[src/rtl/somador_pkg.sv]
// -----------------------------------------------------------------------------
// somador_pkg
//
// Shared definitions for the sequential parity adder (somador_par_impar_seq)
// and its channel selector (somador_sel_canal).
//
// Contents:
//   estado_t    - controller state encoding (OCIOSO / ACUM / PRONTO)
//   N_CH_DEF    - default number of operand channels
//   W_DEF       - default operand width
//   IDX_W_DEF   - channel-index width for the default channel count
//   calc_sw     - sum width that holds N_CH*(2^W-1) without overflow
//   calc_idx_w  - channel-index width for an arbitrary channel count
// -----------------------------------------------------------------------------
package somador_pkg;

    typedef enum logic [1:0] {
        OCIOSO = 2'd0,  // idle, waiting for an operand vector
        ACUM   = 2'd1,  // accumulating one channel per clock
        PRONTO = 2'd2   // result held until the consumer takes it
    } estado_t;

    localparam int N_CH_DEF  = 6;
    localparam int W_DEF     = 4;
    localparam int IDX_W_DEF = $clog2(N_CH_DEF);

    // N_CH operands of W bits sum to at most N_CH*(2^W-1) < 2^(W+clog2(N_CH)).
    function automatic int calc_sw(input int n_ch, input int w);
        return w + $clog2(n_ch);
    endfunction

    // With N_CH >= 2 this is just $clog2(N_CH); the guard keeps the index
    // at least one bit wide should anyone instantiate a degenerate block.
    function automatic int calc_idx_w(input int n_ch);
        return (n_ch > 1) ? $clog2(n_ch) : 1;
    endfunction

endpackage : somador_pkg

[src/rtl/somador_sel_canal.sv]
// -----------------------------------------------------------------------------
// somador_sel_canal
//
// Combinational N_CH:1 multiplexer that presents operand[idx] to the
// accumulator. Channel i lives at operandos[i*W +: W].
//
// Optional feature (macro SOMADOR_MASK_EN): adds the mascara input; a channel
// whose mask bit is 0 is presented as zero, so it still occupies its cycle in
// the accumulation but contributes nothing.
//
// Ports:
//   operandos  in  N_CH*W  captured operand vector
//   mascara    in  N_CH    per-channel enable (only with SOMADOR_MASK_EN)
//   idx        in  IDX_W   channel currently being accumulated
//   operando   out W       selected (and possibly masked) operand
// -----------------------------------------------------------------------------
module somador_sel_canal
    import somador_pkg::*;
#(
    parameter int N_CH  = N_CH_DEF,
    parameter int W     = W_DEF,
    parameter int IDX_W = calc_idx_w(N_CH)
) (
    input  logic [N_CH*W-1:0] operandos,
`ifdef SOMADOR_MASK_EN
    input  logic [N_CH-1:0]   mascara,
`endif
    input  logic [IDX_W-1:0]  idx,
    output logic [W-1:0]      operando
);

    // The controller never drives idx past N_CH-1, so an out-of-range index
    // simply selects zero rather than needing a separate error path.
    always_comb begin
        operando = '0;
        for (int i = 0; i < N_CH; i++) begin
            if (idx == IDX_W'(i)) begin
`ifdef SOMADOR_MASK_EN
                operando = mascara[i] ? operandos[i*W +: W] : '0;
`else
                operando = operandos[i*W +: W];
`endif
            end
        end
    end

endmodule : somador_sel_canal

[src/rtl/somador_par_impar_seq.sv]
// -----------------------------------------------------------------------------
// somador_par_impar_seq
//
// Sequential parity adder. Accepts one vector of N_CH unsigned W-bit operands
// over a valid/ready handshake, adds them serially (one channel per clock),
// then presents the full sum and its odd/even flag over a valid/ready output.
//
// Timing: a vector accepted at edge k produces out_valid=1 after edge k+N_CH.
// With out_ready held high one result is produced every N_CH+2 cycles.
// soma/p_ou_i only ever show complete sums and keep the last result after the
// output handshake until the next result loads.
//
// Optional feature (macro SOMADOR_MASK_EN): adds port ch_mask, captured with
// in_data; channels with mask bit 0 contribute zero without changing latency.
//
// Ports:
//   clk        in  1       system clock, rising edge
//   rst_n      in  1       asynchronous active-low reset
//   in_valid   in  1       operand vector valid
//   in_ready   out 1       block can accept a vector (idle)
//   in_data    in  N_CH*W  packed operands, channel i at [i*W +: W]
//   ch_mask    in  N_CH    per-channel enable (only with SOMADOR_MASK_EN)
//   out_valid  out 1       result valid
//   out_ready  in  1       consumer accepts the result
//   soma       out SW      unsigned sum of all (enabled) channels
//   p_ou_i     out 1       parity of soma: 1 = odd (impar), 0 = even (par)
// -----------------------------------------------------------------------------
module somador_par_impar_seq
    import somador_pkg::*;
#(
    parameter  int N_CH = N_CH_DEF,
    parameter  int W    = W_DEF,
    localparam int SW   = calc_sw(N_CH, W)
) (
    input  logic              clk,
    input  logic              rst_n,
    input  logic              in_valid,
    output logic              in_ready,
    input  logic [N_CH*W-1:0] in_data,
`ifdef SOMADOR_MASK_EN
    input  logic [N_CH-1:0]   ch_mask,
`endif
    output logic              out_valid,
    input  logic              out_ready,
    output logic [SW-1:0]     soma,
    output logic              p_ou_i
);

    localparam int IDX_W = calc_idx_w(N_CH);
    localparam logic [IDX_W-1:0] IDX_ULTIMO = IDX_W'(N_CH - 1);

    estado_t            estado_q;
    estado_t            estado_d;

    logic               aceita;        // input handshake this cycle
    logic               ultimo;        // last channel is being added now

    logic [N_CH*W-1:0]  opnd_p0;       // operand vector captured on accept
`ifdef SOMADOR_MASK_EN
    logic [N_CH-1:0]    mask_p0;
`endif
    logic [IDX_W-1:0]   idx_p0;        // channel being added this cycle
    logic [W-1:0]       operando;      // operand[idx], masked if enabled
    logic [SW-1:0]      acc_p1;        // running partial sum
    logic [SW-1:0]      soma_prox;     // partial sum including operand[idx]
    logic [SW-1:0]      soma_p2;       // last complete result

    // -------------------------------------------------------------------------
    // Controller: state register / next-state / outputs
    // -------------------------------------------------------------------------
    always_ff @(posedge clk or negedge rst_n) begin
        if (!rst_n) begin
            estado_q <= OCIOSO;
        end else begin
            estado_q <= estado_d;
        end
    end

    always_comb begin
        estado_d = estado_q;
        unique case (estado_q)
            OCIOSO: if (in_valid)  estado_d = ACUM;
            ACUM:   if (ultimo)    estado_d = PRONTO;
            PRONTO: if (out_ready) estado_d = OCIOSO;
            default:               estado_d = OCIOSO;
        endcase
    end

    always_comb begin
        in_ready  = (estado_q == OCIOSO);
        out_valid = (estado_q == PRONTO);
    end

    assign aceita = in_valid && in_ready;
    assign ultimo = (estado_q == ACUM) && (idx_p0 == IDX_ULTIMO);

    // -------------------------------------------------------------------------
    // Stage 0: operand capture and channel index
    // -------------------------------------------------------------------------
    // The vector is held locally so the source may change in_data as soon as
    // the handshake completes. idx returns to 0 after the last channel so it
    // never points beyond N_CH-1, even while idle.
    always_ff @(posedge clk or negedge rst_n) begin
        if (!rst_n) begin
            opnd_p0 <= '0;
`ifdef SOMADOR_MASK_EN
            mask_p0 <= '0;
`endif
            idx_p0  <= '0;
        end else if (aceita) begin
            opnd_p0 <= in_data;
`ifdef SOMADOR_MASK_EN
            mask_p0 <= ch_mask;
`endif
            idx_p0  <= '0;
        end else if (estado_q == ACUM) begin
            idx_p0  <= ultimo ? '0 : idx_p0 + 1'b1;
        end
    end

    somador_sel_canal #(
        .N_CH  (N_CH),
        .W     (W),
        .IDX_W (IDX_W)
    ) u_sel_canal (
        .operandos (opnd_p0),
`ifdef SOMADOR_MASK_EN
        .mascara   (mask_p0),
`endif
        .idx       (idx_p0),
        .operando  (operando)
    );

    // -------------------------------------------------------------------------
    // Stage 1: serial accumulation
    // -------------------------------------------------------------------------
    // SW is wide enough for the full sum, so zero-extending each operand and
    // adding cannot wrap.
    assign soma_prox = acc_p1 + {{(SW-W){1'b0}}, operando};

    always_ff @(posedge clk or negedge rst_n) begin
        if (!rst_n) begin
            acc_p1 <= '0;
        end else if (aceita) begin
            acc_p1 <= '0;
        end else if (estado_q == ACUM) begin
            acc_p1 <= soma_prox;
        end
    end

    // -------------------------------------------------------------------------
    // Stage 2: result register
    // -------------------------------------------------------------------------
    // Loaded only with the final sum, so consumers never see a partial value;
    // it is left untouched by the output handshake.
    always_ff @(posedge clk or negedge rst_n) begin
        if (!rst_n) begin
            soma_p2 <= '0;
        end else if (ultimo) begin
            soma_p2 <= soma_prox;
        end
    end

    assign soma   = soma_p2;
    assign p_ou_i = soma_p2[0];

endmodule : somador_par_impar_seq
[config.mk]
export PLATFORM = sky130hd
export DESIGN_NAME = somador_par_impar_seq
export DESIGN_NICKNAME = d
export VERILOG_FILES = /design/src/rtl/somador_pkg.sv /design/src/rtl/somador_sel_canal.sv /design/src/rtl/somador_par_impar_seq.sv
export SDC_FILE = /design/constraint.sdc
export NUM_CORES = 1
export LEC_CHECK = 0
export BUFFER_PORTS_ARGS = -buffer_cell sky130_fd_sc_hd__buf_2
export CAP_MARGIN = 0
export CORE_MARGIN = 8
export CORE_UTILIZATION = 56
export CTS_CLUSTER_DIAMETER = 80
export DETAILED_ROUTE_END_ITERATION = 12
export PLACE_DENSITY = 0.83
export RECOVER_POWER = 25
export SETUP_SLACK_MARGIN = 0.02
export SYNTH_ARGS = -nofsm -noshare
export SYNTH_HDL_FRONTEND = slang
export SYNTH_SLANG_ARGS = --single-unit
[constraint.sdc]
create_clock -name clk -period 3 [get_ports clk]
set_input_delay 0.3 -clock clk [delete_from_list [all_inputs] [get_ports clk]]
set_output_delay 0.3 -clock clk [all_outputs]
set_load 0.01 [all_outputs]
==> results.txt, run 1 <==
The run finished, with violations left. The checks that failed: max-capacitance violations, max-slew violations. Counting stages on the worst path, the most repeated cell is ha_1. The number of different library cells used by synthesis comes to 45.

Entering global routing, the biggest net connects 44 pins. The async set-reset flop share out of synthesis is 1.000. The maximum buffer depth of the clock tree is 2. The worst relative slew slack came out at -0.4707. The signal arrival time at the worst endpoint is 2.97 ns. Counting the buffers created by CTS gives 5. The later pin in the worst-skew pair is clocked with a latency of 0.29 ns. For this run, the number of standard cells in the final layout without fillers is 285. The share of synthesized area occupied by flip-flops and latches is 0.4712. The die height is 79.86 um.

The critical path endpoint category is a flop. The cell area that synthesis handed to floorplanning was 0.002283 mm2. The detailed router finished its first iteration with 102 violations. The setup TNS came out at 0 ns.

Yosys printed 0 warnings. The count of buffers inserted at the top-level ports came out at 37. The final critical-path required period is 2.792 ns. The total count of hold-check failures in the final report is 0. The layout overhead on the synthesized area is 14.63%. The total track usage came out at 0.1518.

The detailed-routing iteration count for the pre-antenna-repair pass is 6. The total I/O pin count came out at 38. The die covers 0.006377 mm2. The biggest area contributor in the post-synthesis netlist is dfrtp_1. The worst hold path was traced through 2 stages. The total number of vias came out at 1,569. The final design utilization came out at 0.6591.

The row count came out at 23. The fraction of post-synthesis cell area in the top cell type by area came out at 0.4712. Once placement completed, the tool counted placed cells totaling 276. The total placed instance area is 0.002467 mm2. The critical path start-end classification is flop to flop. Measured along the x axis, the die boundary spans 79.86 um. After clock tree synthesis, the clock-pin slew on the worst setup and hold paths is 0.07 ns. In the post-synthesis netlist, the cell with the most instances is dfrtp_1.

The number of cells produced by synthesis came out at 195. In this run, synthesis inferred 0 flip-flops with an integrated enable. The largest fanout of any net on the critical path came out at 4.

The H-tree depth is 2. Counting the fill cells in the layout gives 307. The hold-fix buffer count after cts came out at 0. The count of cells along the worst register-to-register path is 10. The worst clock skew is 0.004008 ns.

On the worst path, the slowest cell contributes a delay of 0.45 ns. The register-to-register path setup slack came out at 0.21 ns. TritonCTS built the clock tree. The post-synthesis average cell area is 11.71 um2. The wire length of the first global-routing pass came out at 7.548 mm. The number of slew-limit violations in the final report is 44. The dominant register cell in the synthesized netlist is dfrtp_1. The total detailed-routing wirelength is 4.621 mm. Traced cell by cell, the critical path runs through ha_1 -> ha_1 -> or2_2 -> nor3_1 -> a221oi_1 -> fa_1 -> nand2b_1 -> a21oi_1 -> mux2i_1 -> o21ai_0.

The worst setup path is launched from a flop. The final worst-path cycle share came out at 0.9305. The worst slack at placement is 0.1419 ns. On the critical path, the stage with the largest delay is an instance of dfrtp_2. The HPWL after detailed placement came out at 3.288 mm.

The diode insertion count for antenna repair came out at 0. For this run, design rule violations remaining after detail routing come to 0. When the netlist entered floorplanning its net count stood at 234. The congestion estimate from routability-driven global placement came to 0.8538. The count of nets after finishing is 273. Counting flops and latches in the post-synthesis netlist gives 43. The starting density of the core is 0.5750.

The highest ir drop seen on vdd is 0.7243 mV. Setup repair after global routing left no endpoint under its margin. The initial antenna violation count came out at 0.

After detailed routing, the average wire length per cell comes to 16.21 um. The smallest setup slack after layout is 0.2084 ns. The leakage power total came out at 0.001241 uW. The fmax came out at 0.3582 GHz. The routed via count divided by cell count came out at 5.505. Dividing total power by cell area gives a power density of 1183 mW/mm2. For this run the aggregate overflow at the end of global routing stands at 0.

Ranked by instance count, the synthesized netlist is headed by 43 x dfrtp_1, 23 x nand2_1, 22 x mux2_4, 15 x o21ai_0, 10 x ha_1. In this run the clock root is driven by a clkbuf_8. The number of global-route vias before repair was 1,562. The number of max-cap violations is 1.

The data required time at the worst endpoint is 3.18 ns. The min-delay analysis places its worst path in the category input pin to flop. For this design, the sink count on the clock tree is 43. Summing all non-filler instances in the final layout gives an area of 0.002618 mm2. The remaining antenna violation count came out at 0. The floorplan core area came out at 0.003971 mm2. The transition time of the tightest slew-check pin is 2.206 ns.

The total of endpoints with negative setup slack in the final report came out at 0. The fraction of final layout cells with drive strength greater than 1 is 0.3532. After synthesis, the cell types taking the most area are dfrtp_1 47%, mux2_4 14%, ha_1 5.5%.
-- state kept, by name, summed over array words and instances, names as in the netlist --
register	count
acc_p1	7
idx_p0	3
estado_q	2
soma	7
opnd_p0	24
-- power by group --
group / internal (uW) / switching [uW]
sequential: 862 / 211
clock: 210 / 181
combinational: 827 / 804
total: 1900 / 1200
-- metal layers --
layer  track usage  routed length [um]  vias up
met5             0                   0        -
met4       0.05455                  62        0
met3       0.03829                 234        4
met2        0.2396                2279       40
met1        0.1964                2044      763
li1              -                   -      762
-- final cells by class --
cell class	instances	area, um2	area share
clock buffers	8	100.1	0.03824
inverters	9	33.78	0.01291
multi-input cells	133	1122	0.4288
flip-flops and latches	43	1077	0.4116
well taps	50	62.56	0.02390
repair buffers	42	221.5	0.08461
-- placed cells by master, fill, tap and decap left out, types with 5 or more instances in the layout --
cell      Yosys  layout
ha_1         10       8
clkbuf_8      0       7
inv_1         9       9
nand2_1      23      23
buf_2         3      36
o21ai_0      15      15
dfrtp_1      43      42
buf_4         1       5
mux2_4       22      22
a21oi_1       6       5
o22ai_1       5       5
nor2_1        5       5
-- worst max-delay path, delay by kind of cell, from the launching register on --
| family | cells | cell delay (ns) |
|---|---|---|
| AO/OA/AOI/OAI | 3 | 0.46 |
| AND/OR/NAND/NOR | 3 | 0.75 |
| multiplexers | 1 | 0.21 |
| flip-flops | 1 | 0.45 |
| adder cells (fa/ha/maj) | 3 | 0.82 |
-- what timing repair did --
| action | CTS | global route |
|---|---|---|
| setup buffers | 0 | 1 |
| setup endpoints to repair | 0 | 8 |
| hold endpoints to repair | 0 | 0 |
| resized for setup | 0 | 9 |
-- worst paths after layout --
kind / end / from
setup / recovery: acc_p1[4]$_DFFE_PN0P_ / idx_p0[0]$_DFFE_PN0P_
hold / removal: estado_q[1]$_DFFE_PN0P_ / out_ready
setup reg to reg: acc_p1[4]$_DFFE_PN0P_ / idx_p0[0]$_DFFE_PN0P_
hold reg to reg: soma[4]$_DFFE_PN0P_ / soma[4]$_DFFE_PN0P_
max in group asynchronous: idx_p0[0]$_DFFE_PN0P_ / rst_n
min in group asynchronous: opnd_p0[10]$_DFFE_PN0P_ / rst_n
-- cells by family (layout without fill, tap and decap cells) --
family / after synthesis / count (layout) / synth area share
AOI/OAI and AO/OA: 46 / 46 / 0.1337
and+or+nand+nor: 46 / 46 / 0.09699
DFF: 43 / 43 / 0.4712
muxes: 26 / 26 / 0.1633
buffers and inverters: 19 / 59 / 0.05588
adders and majority gates: 11 / 11 / 0.06356
xor gates and xnor gates: 4 / 4 / 0.01535
-- per-stage QoR --
| stage | hold WS [ns] | power [uW] |
|---|---|---|
| 6_report | 0.1827 | 3095 |
| 5_1_grt | 0.2039 | 3344 |
| 4_1_cts | 0.1639 | 3021 |
| 3_5_place_dp | 0.4660 | 2611 |
| 3_3_place_gp | 0.4609 | 2553 |
| 2_1_floorplan | 0.004409 | 2274 |
Note: power is estimated with default switching activity, not from simulation.
==> run 2: changes to the inputs <==
Settings changed: PLACE_DENSITY 0.83 to unset, PLACE_DENSITY_LB_ADDON set to 0.08.
==> run 2 against run 1 <==
  * The run still ends with max-capacitance violations, max-slew violations left
  * Register-to-register slack got worse by 0.06 ns
  * Final area is 0.38% lower
  * Die area stayed put
  * Total power fell by 0.26%
  * Wire length down 1.5%
  * Worst setup slack got worse by 0.058 ns
  * Sequential power about the same
  * Final cell count shrank 1.4%
  * Combinational power hardly changed
  * First-iteration DRC count shrank 28%
  * Via count increased by 0.64%
  * Fmax shrank 2.0%
  * Critical endpoint is now acc_p1[6]$_DFFE_PN0P_
  * Largest cell class unchanged
==> results.txt, run 2 (synthesis results as in run 1) <==
The total number of vias came out at 1,579 (+0.64%). The number of clock sinks seen by CTS came out at 43 (unchanged). The final critical-path required period came to 2.850 ns (+0.05828 ns).

The hold-fix buffer count after cts is 0 (unchanged). The H-tree depth is 2 (unchanged). The total I/O pin count came out at 38 (unchanged). The initial antenna violation count is 0 (unchanged). In this run the worst hold path is classified as input pin to flop.

The pin count of the biggest net entering global routing was 44 (unchanged). The share of total power consumed by net switching came out at 0.3888 (+0.002255). The count of nets after finishing is 269 (-1.5%). The number of design rule violations left after detail routing came out at 0 (unchanged). The overall power consumption was 3087 uW (-0.26%). The transition time of the tightest slew-check pin came out at 2.168 ns (-0.03783 ns). The worst clock skew came out at 0.004647 ns (+0.0006383 ns). The total of endpoints with negative setup slack in the final report is 0 (unchanged). CTS placed an instance of clkbuf_8 at the clock tree root.

The most common library cell in the layout ignoring fill and taps is dfrtp_1. More flip-flops sit in one register than any other, and that register is opnd_p0. The HPWL after detailed placement is 3.368 mm (+2.5%). The final estimated routing congestion in global placement is 0.8470 (-0.80%). The total count of hold-check failures in the final report was 0 (unchanged). The total placed instance area came out at 0.002445 mm2 (-0.91%). The combinational group share of total power came out at 0.520 (-0.007). The worst relative slew slack came to -0.4454 (+0.02522). The maximum buffer depth of the clock tree came out at 2 (unchanged).

The delay of the slowest critical-path stage came out at 0.45 ns (about the same). The worst setup path is captured at a flop. Broken down by cell family, the worst path's largest delay share belongs to adder cells. The number of slew-limit violations in the final report came to 44 (unchanged). The wire length of the first global-routing pass is 7.576 mm (+0.37%). The data required time at the worst endpoint is 3.14 ns (-0.04 ns).

The die height came to 79.86 um (unchanged). The critical path in this run is classified as flop to flop. The fmax is 0.3509 GHz (-2.0%). The fraction of final layout cells with drive strength greater than 1 is 0.3766 (+0.02343). The overflow left after global routing came out at 0 (unchanged).

The number of DRC markers in iteration 0 was 73 (-28%). The checks that failed: max-capacitance violations, max-slew violations. The part of the total power dissipated in the clock network is 0.130 (+0.004).

The diode insertion count for antenna repair came out at 0 (unchanged). The flip-flop count of the largest register after layout came to 24 (unchanged). The routed via count divided by cell count was 5.619 (+2.1%). The detailed-routing iteration count for the pre-antenna-repair pass is 4 (-2).

Setup repair after global routing left no endpoint under its margin. The chip width came out at 79.86 um (unchanged). The total of fill cells in the finished design is 318 (+3.6%). The net switching power was 1200 uW (+0.33%). The setup TNS is 0 ns (unchanged). The count of placed standard cells including taps came out at 273 (-1.1%).

The total detailed-routing wirelength is 4.550 mm (-1.5%). The flow ran to the end, but the final reports show violations. The starting density of the core is 0.5750 (unchanged). The CTS buffer count came out at 5 (unchanged). The power density of the placed cells came to 1184 mW/mm2 (+0.13%). The signal arrival time at the worst endpoint is 2.99 ns (+0.02 ns). The highest ir drop seen on vdd came out at 0.5213 mV (-28%). The cell with the largest stage delay on the worst path is dfrtp_2.

The die area is 0.006377 mm2 (unchanged). The source-to-sink clock delay at the later pin of the worst-skew pair came to 0.29 ns (about the same). TritonCTS built the clock tree.

The total non-filler cell area in the finished layout is 0.002608 mm2 (-0.38%). The part of the total power dissipated in sequential elements was 0.350 (+0.003). Compared with the post-synthesis result, the final layout area differs by 14.19%. The cell type with the highest occurrence count on the critical path is ha_1. The number of global-route vias before repair came out at 1,651 (+5.7%). The post-CTS setup-driven buffer insertion count came out at 0 (unchanged). The final non-filler cell total is 281 (-1.4%). The internal power is 1887 uW (-0.62%).

The final worst-path cycle share came out at 0.9500 (+0.01943). The floorplan core area was 0.003971 mm2 (unchanged). The kind of start point of the critical path is a flop. The average wire per standard cell is 16.19 um (-0.13%).

The remaining antenna violation count was 0 (unchanged). The number of buffers and inverters on the critical path came out at 1 (+1). Leaving out fill and tap cells, the most frequent cells in the layout are 42 x dfrtp_1, 36 x buf_2, 23 x nand2_1. The leakage power total came out at 0.001226 uW (-1.2%). The largest fanout of any net on the critical path was 5 (+1). The total track usage was 0.1494 (-0.002372). The count of buffers inserted at the top-level ports came out at 37 (unchanged). The number of max-cap violations came out at 1 (unchanged). The signal on the critical path passes through ha_1 -> ha_1 -> or2_2 -> o21ai_2 -> ha_1 -> inv_1 -> fa_1 -> nand2b_4 -> a211oi_2 -> xnor2_1 -> o22ai_1. The row count is 23 (unchanged). The clock-pin slew of the registers on the worst-case setup and hold paths was 0.08 ns (about the same).
## run 2: final timing paths
kind                                            to  slack, ns             startpoint  cells after the start
min reg2reg                    soma[2]$_DFFE_PN0P_       0.48    soma[2]$_DFFE_PN0P_                      2
min                        estado_q[1]$_DFFE_PN0P_       0.20              out_ready                      2
max reg2reg                  acc_p1[6]$_DFFE_PN0P_       0.15  idx_p0[0]$_DFFE_PN0P_                     11
min in group asynchronous    acc_p1[3]$_DFFE_PN0P_       0.64                  rst_n                      1
max                          acc_p1[6]$_DFFE_PN0P_       0.15  idx_p0[0]$_DFFE_PN0P_                     11
max in group asynchronous    idx_p0[0]$_DFFE_PN0P_       0.97                  rst_n                      1
## run 2: what timing repair did
action                     4_1_cts  5_1_grt
pin swaps                        0        1
gates resized for setup          3       12
hold endpoints to repair         0        0
setup endpoints to repair        4        8
## run 2: routing by layer
layer / wire [um] / up-vias / GRT usage
li1: - / 760 / -
met1: 1945 / 777 / 0.1790
met2: 2365 / 37 / 0.2518
met3: 192 / 5 / 0.03604
met4: 46 / 0 / 0.05818
met5: 0 / - / 0
## run 2: worst register-to-register path: stages, from the launching register on
cell and delay [ns]:
dfrtp_2 0.45, ha_1 0.23, ha_1 0.19, or2_2 0.33, o21ai_2 0.16, ha_1 0.18
inv_1 0.06, fa_1 0.41, nand2b_4 0.17, a211oi_2 0.25, xnor2_1 0.17, o22ai_1 0.10
## run 2: power by group through the flow
stage                     Clock, uW  Combinational (uW)  Sequential [uW]
after floorplan                   0                1260             1020
after global placement            0                1440             1070
after detailed placement          0                1510             1080
after CTS                       403                1530             1070
after global routing            434                1790             1110
final                           400                1610             1080
## run 2: cell type report
cell class	count	area, um2	share of cell area
Clock inverter	1	7.507	0.002879
Inverter	9	33.78	0.01296
Sequential cell	43	1077	0.4131
Clock buffer	7	96.34	0.03695
Multi-Input combinational cell	133	1139	0.4367
Tap cell	50	62.56	0.02399
Timing Repair Buffer	38	191.4	0.07342
## run 2: stage by stage
stage	setup WS [ns]	hold slack, ns	utilization
after floorplan	0.3370	0.004409	-
after global placement	0.02333	0.4580	0.6156
after detailed placement	-0.1069	0.4740	0.6156
after CTS	0.001812	0.1753	0.6446
after global routing	0.03565	0.2037	0.6566
final	0.1501	0.1968	0.6566
==> run 3: changes to the inputs <==
Settings changed: CORE_UTILIZATION 56 to 58, CTS_BUF_LIST set to sky130_fd_sc_hd__clkbuf_4, SLEW_MARGIN set to 20.
==> run 3 against run 2 <==
  * The run still ends with max-capacitance violations, max-slew violations left
  * First-iteration DRC count grew 68%
  * Critical endpoint unchanged
  * Clock power shrank 32%
  * Largest cell class unchanged
  * Total power shrank 5.3%
  * Utilization shrank 0.12 points
  * Critical path type unchanged
==> results.txt, run 3 (synthesis results as in run 1) <==
The run finished, with violations left. The final reports fail on max-capacitance violations, max-slew violations. The TritonCTS clock tree is built. The HPWL after detailed placement was 3.332 mm (-1.1%). The number of slew-limit violations in the final report came out at 44 (unchanged). The fraction of final layout cells with drive strength greater than 1 was 0.3419 (-0.03474).

In this run the critical register-to-register path is launched from idx_p0[0]$_DFFE_PN0P_. The final design utilization came out at 0.6554 (-0.001190). The total track usage came out at 0.1531 (+0.003722).

The average wire per standard cell is 15.91 um (-1.8%). The top cell types in the final layout, fill and taps aside, are 42 x dfrtp_1, 36 x buf_2, 23 x nand2_1. The die height came out at 78.75 um (-1.4%). The worst relative slew slack is -0.4345 (+0.01093).

The total detailed-routing wirelength came out at 4.518 mm (-0.70%). The final critical-path required period came to 2.823 ns (-0.02656 ns). The detailed-routing iteration count for the pre-antenna-repair pass came out at 4 (unchanged). The smallest setup slack after layout came out at 0.1767 ns (+0.02656 ns). The overflow left after global routing came out at 0 (unchanged). The transition time of the tightest slew-check pin came out at 2.152 ns (-0.01639 ns). The total count of hold-check failures in the final report came out at 0 (unchanged). The worst slack at placement is 0.05170 ns (+0.1586 ns). The wire length of the first global-routing pass came to 7.445 mm (-1.7%).

The flip-flop count of the largest register after layout came to 24 (unchanged). The CTS buffer count is 5 (unchanged). The overall power consumption is 2923 uW (-5.3%). The remaining antenna violation count came out at 0 (unchanged). The chip width is 78.75 um (-1.4%). The count of nets after finishing is 272 (+1.1%). The critical path endpoint category is a flop. The largest fanout of any net on the critical path came out at 5 (unchanged). The leakage power total came to 0.001211 uW (-1.3%). The number of global-route vias before repair came out at 1,650 (-0.061%).

The source-to-sink clock delay at the later pin of the worst-skew pair was 0.35 ns (+0.06 ns). The count of cells along the worst register-to-register path came out at 11 (unchanged). The layout overhead on the synthesized area came out at 11.51%. The hold-fix buffer count after cts is 0 (unchanged). The pin count of the biggest net entering global routing came to 44 (unchanged). The data required time at the worst endpoint came out at 3.22 ns (+0.08 ns).

The worst hold slack is 0.1616 ns (-0.03525 ns). The number of DRC markers in iteration 0 is 123 (+68%). The post-CTS setup-driven buffer insertion count is 0 (unchanged). The worst clock skew is 0.01950 ns (+0.01485 ns). The starting density of the core is 0.5878 (+0.01278). The total number of vias came to 1,575 (-0.25%). The diode insertion count for antenna repair is 0 (unchanged).

The setup TNS came out at 0 ns (unchanged). The clock-pin slew of the registers on the worst-case setup and hold paths is 0.13 ns (+0.05 ns). The critical path is of the flop to flop type. The count of buffers inserted at the top-level ports came out at 37 (unchanged). The routed via count divided by cell count is 5.546 (-1.3%). The fmax is 0.3542 GHz (+0.94%).

The register-to-register path setup slack is 0.18 ns (+0.03 ns). The worst register-to-register path ends at acc_p1[6]$_DFFE_PN0P_. Setup repair after global routing left no endpoint under its margin.

The most common library cell in the layout ignoring fill and taps is dfrtp_1. The maximum buffer depth of the clock tree came out at 2 (unchanged). The highest ir drop seen on vdd is 0.5837 mV (+12%). The total I/O pin count is 38 (unchanged). The number of gates given a new drive strength after cts came out at 0 (-3). The die area came out at 0.006201 mm2 (-2.8%).

The total of endpoints with negative setup slack in the final report came out at 0 (unchanged). The final estimated routing congestion in global placement is 0.8034 (-5.1%). The final worst-path cycle share is 0.9411 (-0.008855). The initial antenna violation count was 0 (unchanged). In this run the clock root is driven by a clkbuf_4. The register bank with the most flops is opnd_p0. The cell count of the worst hold path is 2 (unchanged).

The H-tree depth came to 2 (unchanged). The floorplan core area is 0.003885 mm2 (-2.2%). The total of fill cells in the finished design is 307 (-3.5%).

The power density of the placed cells came out at 1148 mW/mm2 (-3.1%). The worst hold path begins at out_ready. The number of design rule violations left after detail routing is 0 (unchanged). The worst hold path class is input pin to flop.

The number of clock sinks seen by CTS came out at 43 (unchanged). The row count came out at 23 (unchanged). The number of max-cap violations came out at 1 (unchanged). The signal arrival time at the worst endpoint is 3.04 ns (+0.05 ns). The worst hold path terminates at estado_q[1]$_DFFE_PN0P_. STA classifies the critical path startpoint as a flop.
[run 3: cell types whose count changed in the layout (fill, tap and decap cells not counted), sizes merged]
cell,previous run,this run
buf,37,40
clkbuf,8,7
clkinv,0,2
clkinvlp,1,0
[run 3: worst max-delay path by stage]
stage | to | slack (ns) | startpoint | depth (start not counted)
after floorplan | acc_p1[6]$_DFFE_PN0P_ | 0.34 | idx_p0[0]$_DFFE_PN0P_ | 13
after global placement | acc_p1[4]$_DFFE_PN0P_ | 0.18 | idx_p0[0]$_DFFE_PN0P_ | 11
after detailed placement | acc_p1[4]$_DFFE_PN0P_ | 0.05 | idx_p0[1]$_DFFE_PN0P_ | 11
after CTS | acc_p1[4]$_DFFE_PN0P_ | 0.05 | idx_p0[1]$_DFFE_PN0P_ | 13
after global routing | acc_p1[4]$_DFFE_PN0P_ | 0.02 | idx_p0[0]$_DFFE_PN0P_ | 11
final | acc_p1[6]$_DFFE_PN0P_ | 0.18 | idx_p0[0]$_DFFE_PN0P_ | 11
[run 3: through the flow]
| stage | instances | cell area, um2 |
|---|---|---|
| 3_3_place_gp | 276 | 2467 |
| 2_1_floorplan | 195 | 2283 |
| 6_report | 284 | 2546 |
| 3_5_place_dp | 276 | 2467 |
| 5_1_grt | 284 | 2546 |
| 4_1_cts | 284 | 2520 |
[run 3: critical path: stages (launching register included)]
cell	delay (ns)
dfrtp_2	0.46
ha_1	0.21
ha_1	0.19
or2_2	0.32
o21ai_1	0.18
ha_1	0.18
inv_1	0.05
fa_1	0.39
nand2b_1	0.19
a211oi_1	0.26
xnor2_1	0.18
o22ai_1	0.11
[run 3: final cells by class]
cell class	count	area (um2)	area share
Multi-Input combinational cell	133	1106	0.4344
Sequential cell	43	1077	0.4231
Timing Repair Buffer	41	214.0	0.08403
Tap cell	50	62.56	0.02457
Clock buffer	6	45.04	0.01769
Inverter	9	33.78	0.01327
Clock inverter	2	7.507	0.002948
[run 3: layer usage]
layer / up-vias / share of wire / track usage
met5: - / 0 / 0
met4: 0 / 0.025 / 0.08148
met3: 10 / 0.047 / 0.04628
met2: 39 / 0.49 / 0.2560
met1: 759 / 0.44 / 0.1727
li1: 767 / - / -
[run 3: where the power goes]
part	leakage (uW)	switching (uW)	total [uW]	internal, uW
sequential	0.000524	211	1070	860
combinational	0.000656	775	1580	806
clock	0.0000307	175	271	96.1
total	0.00121	1160	2920	1760
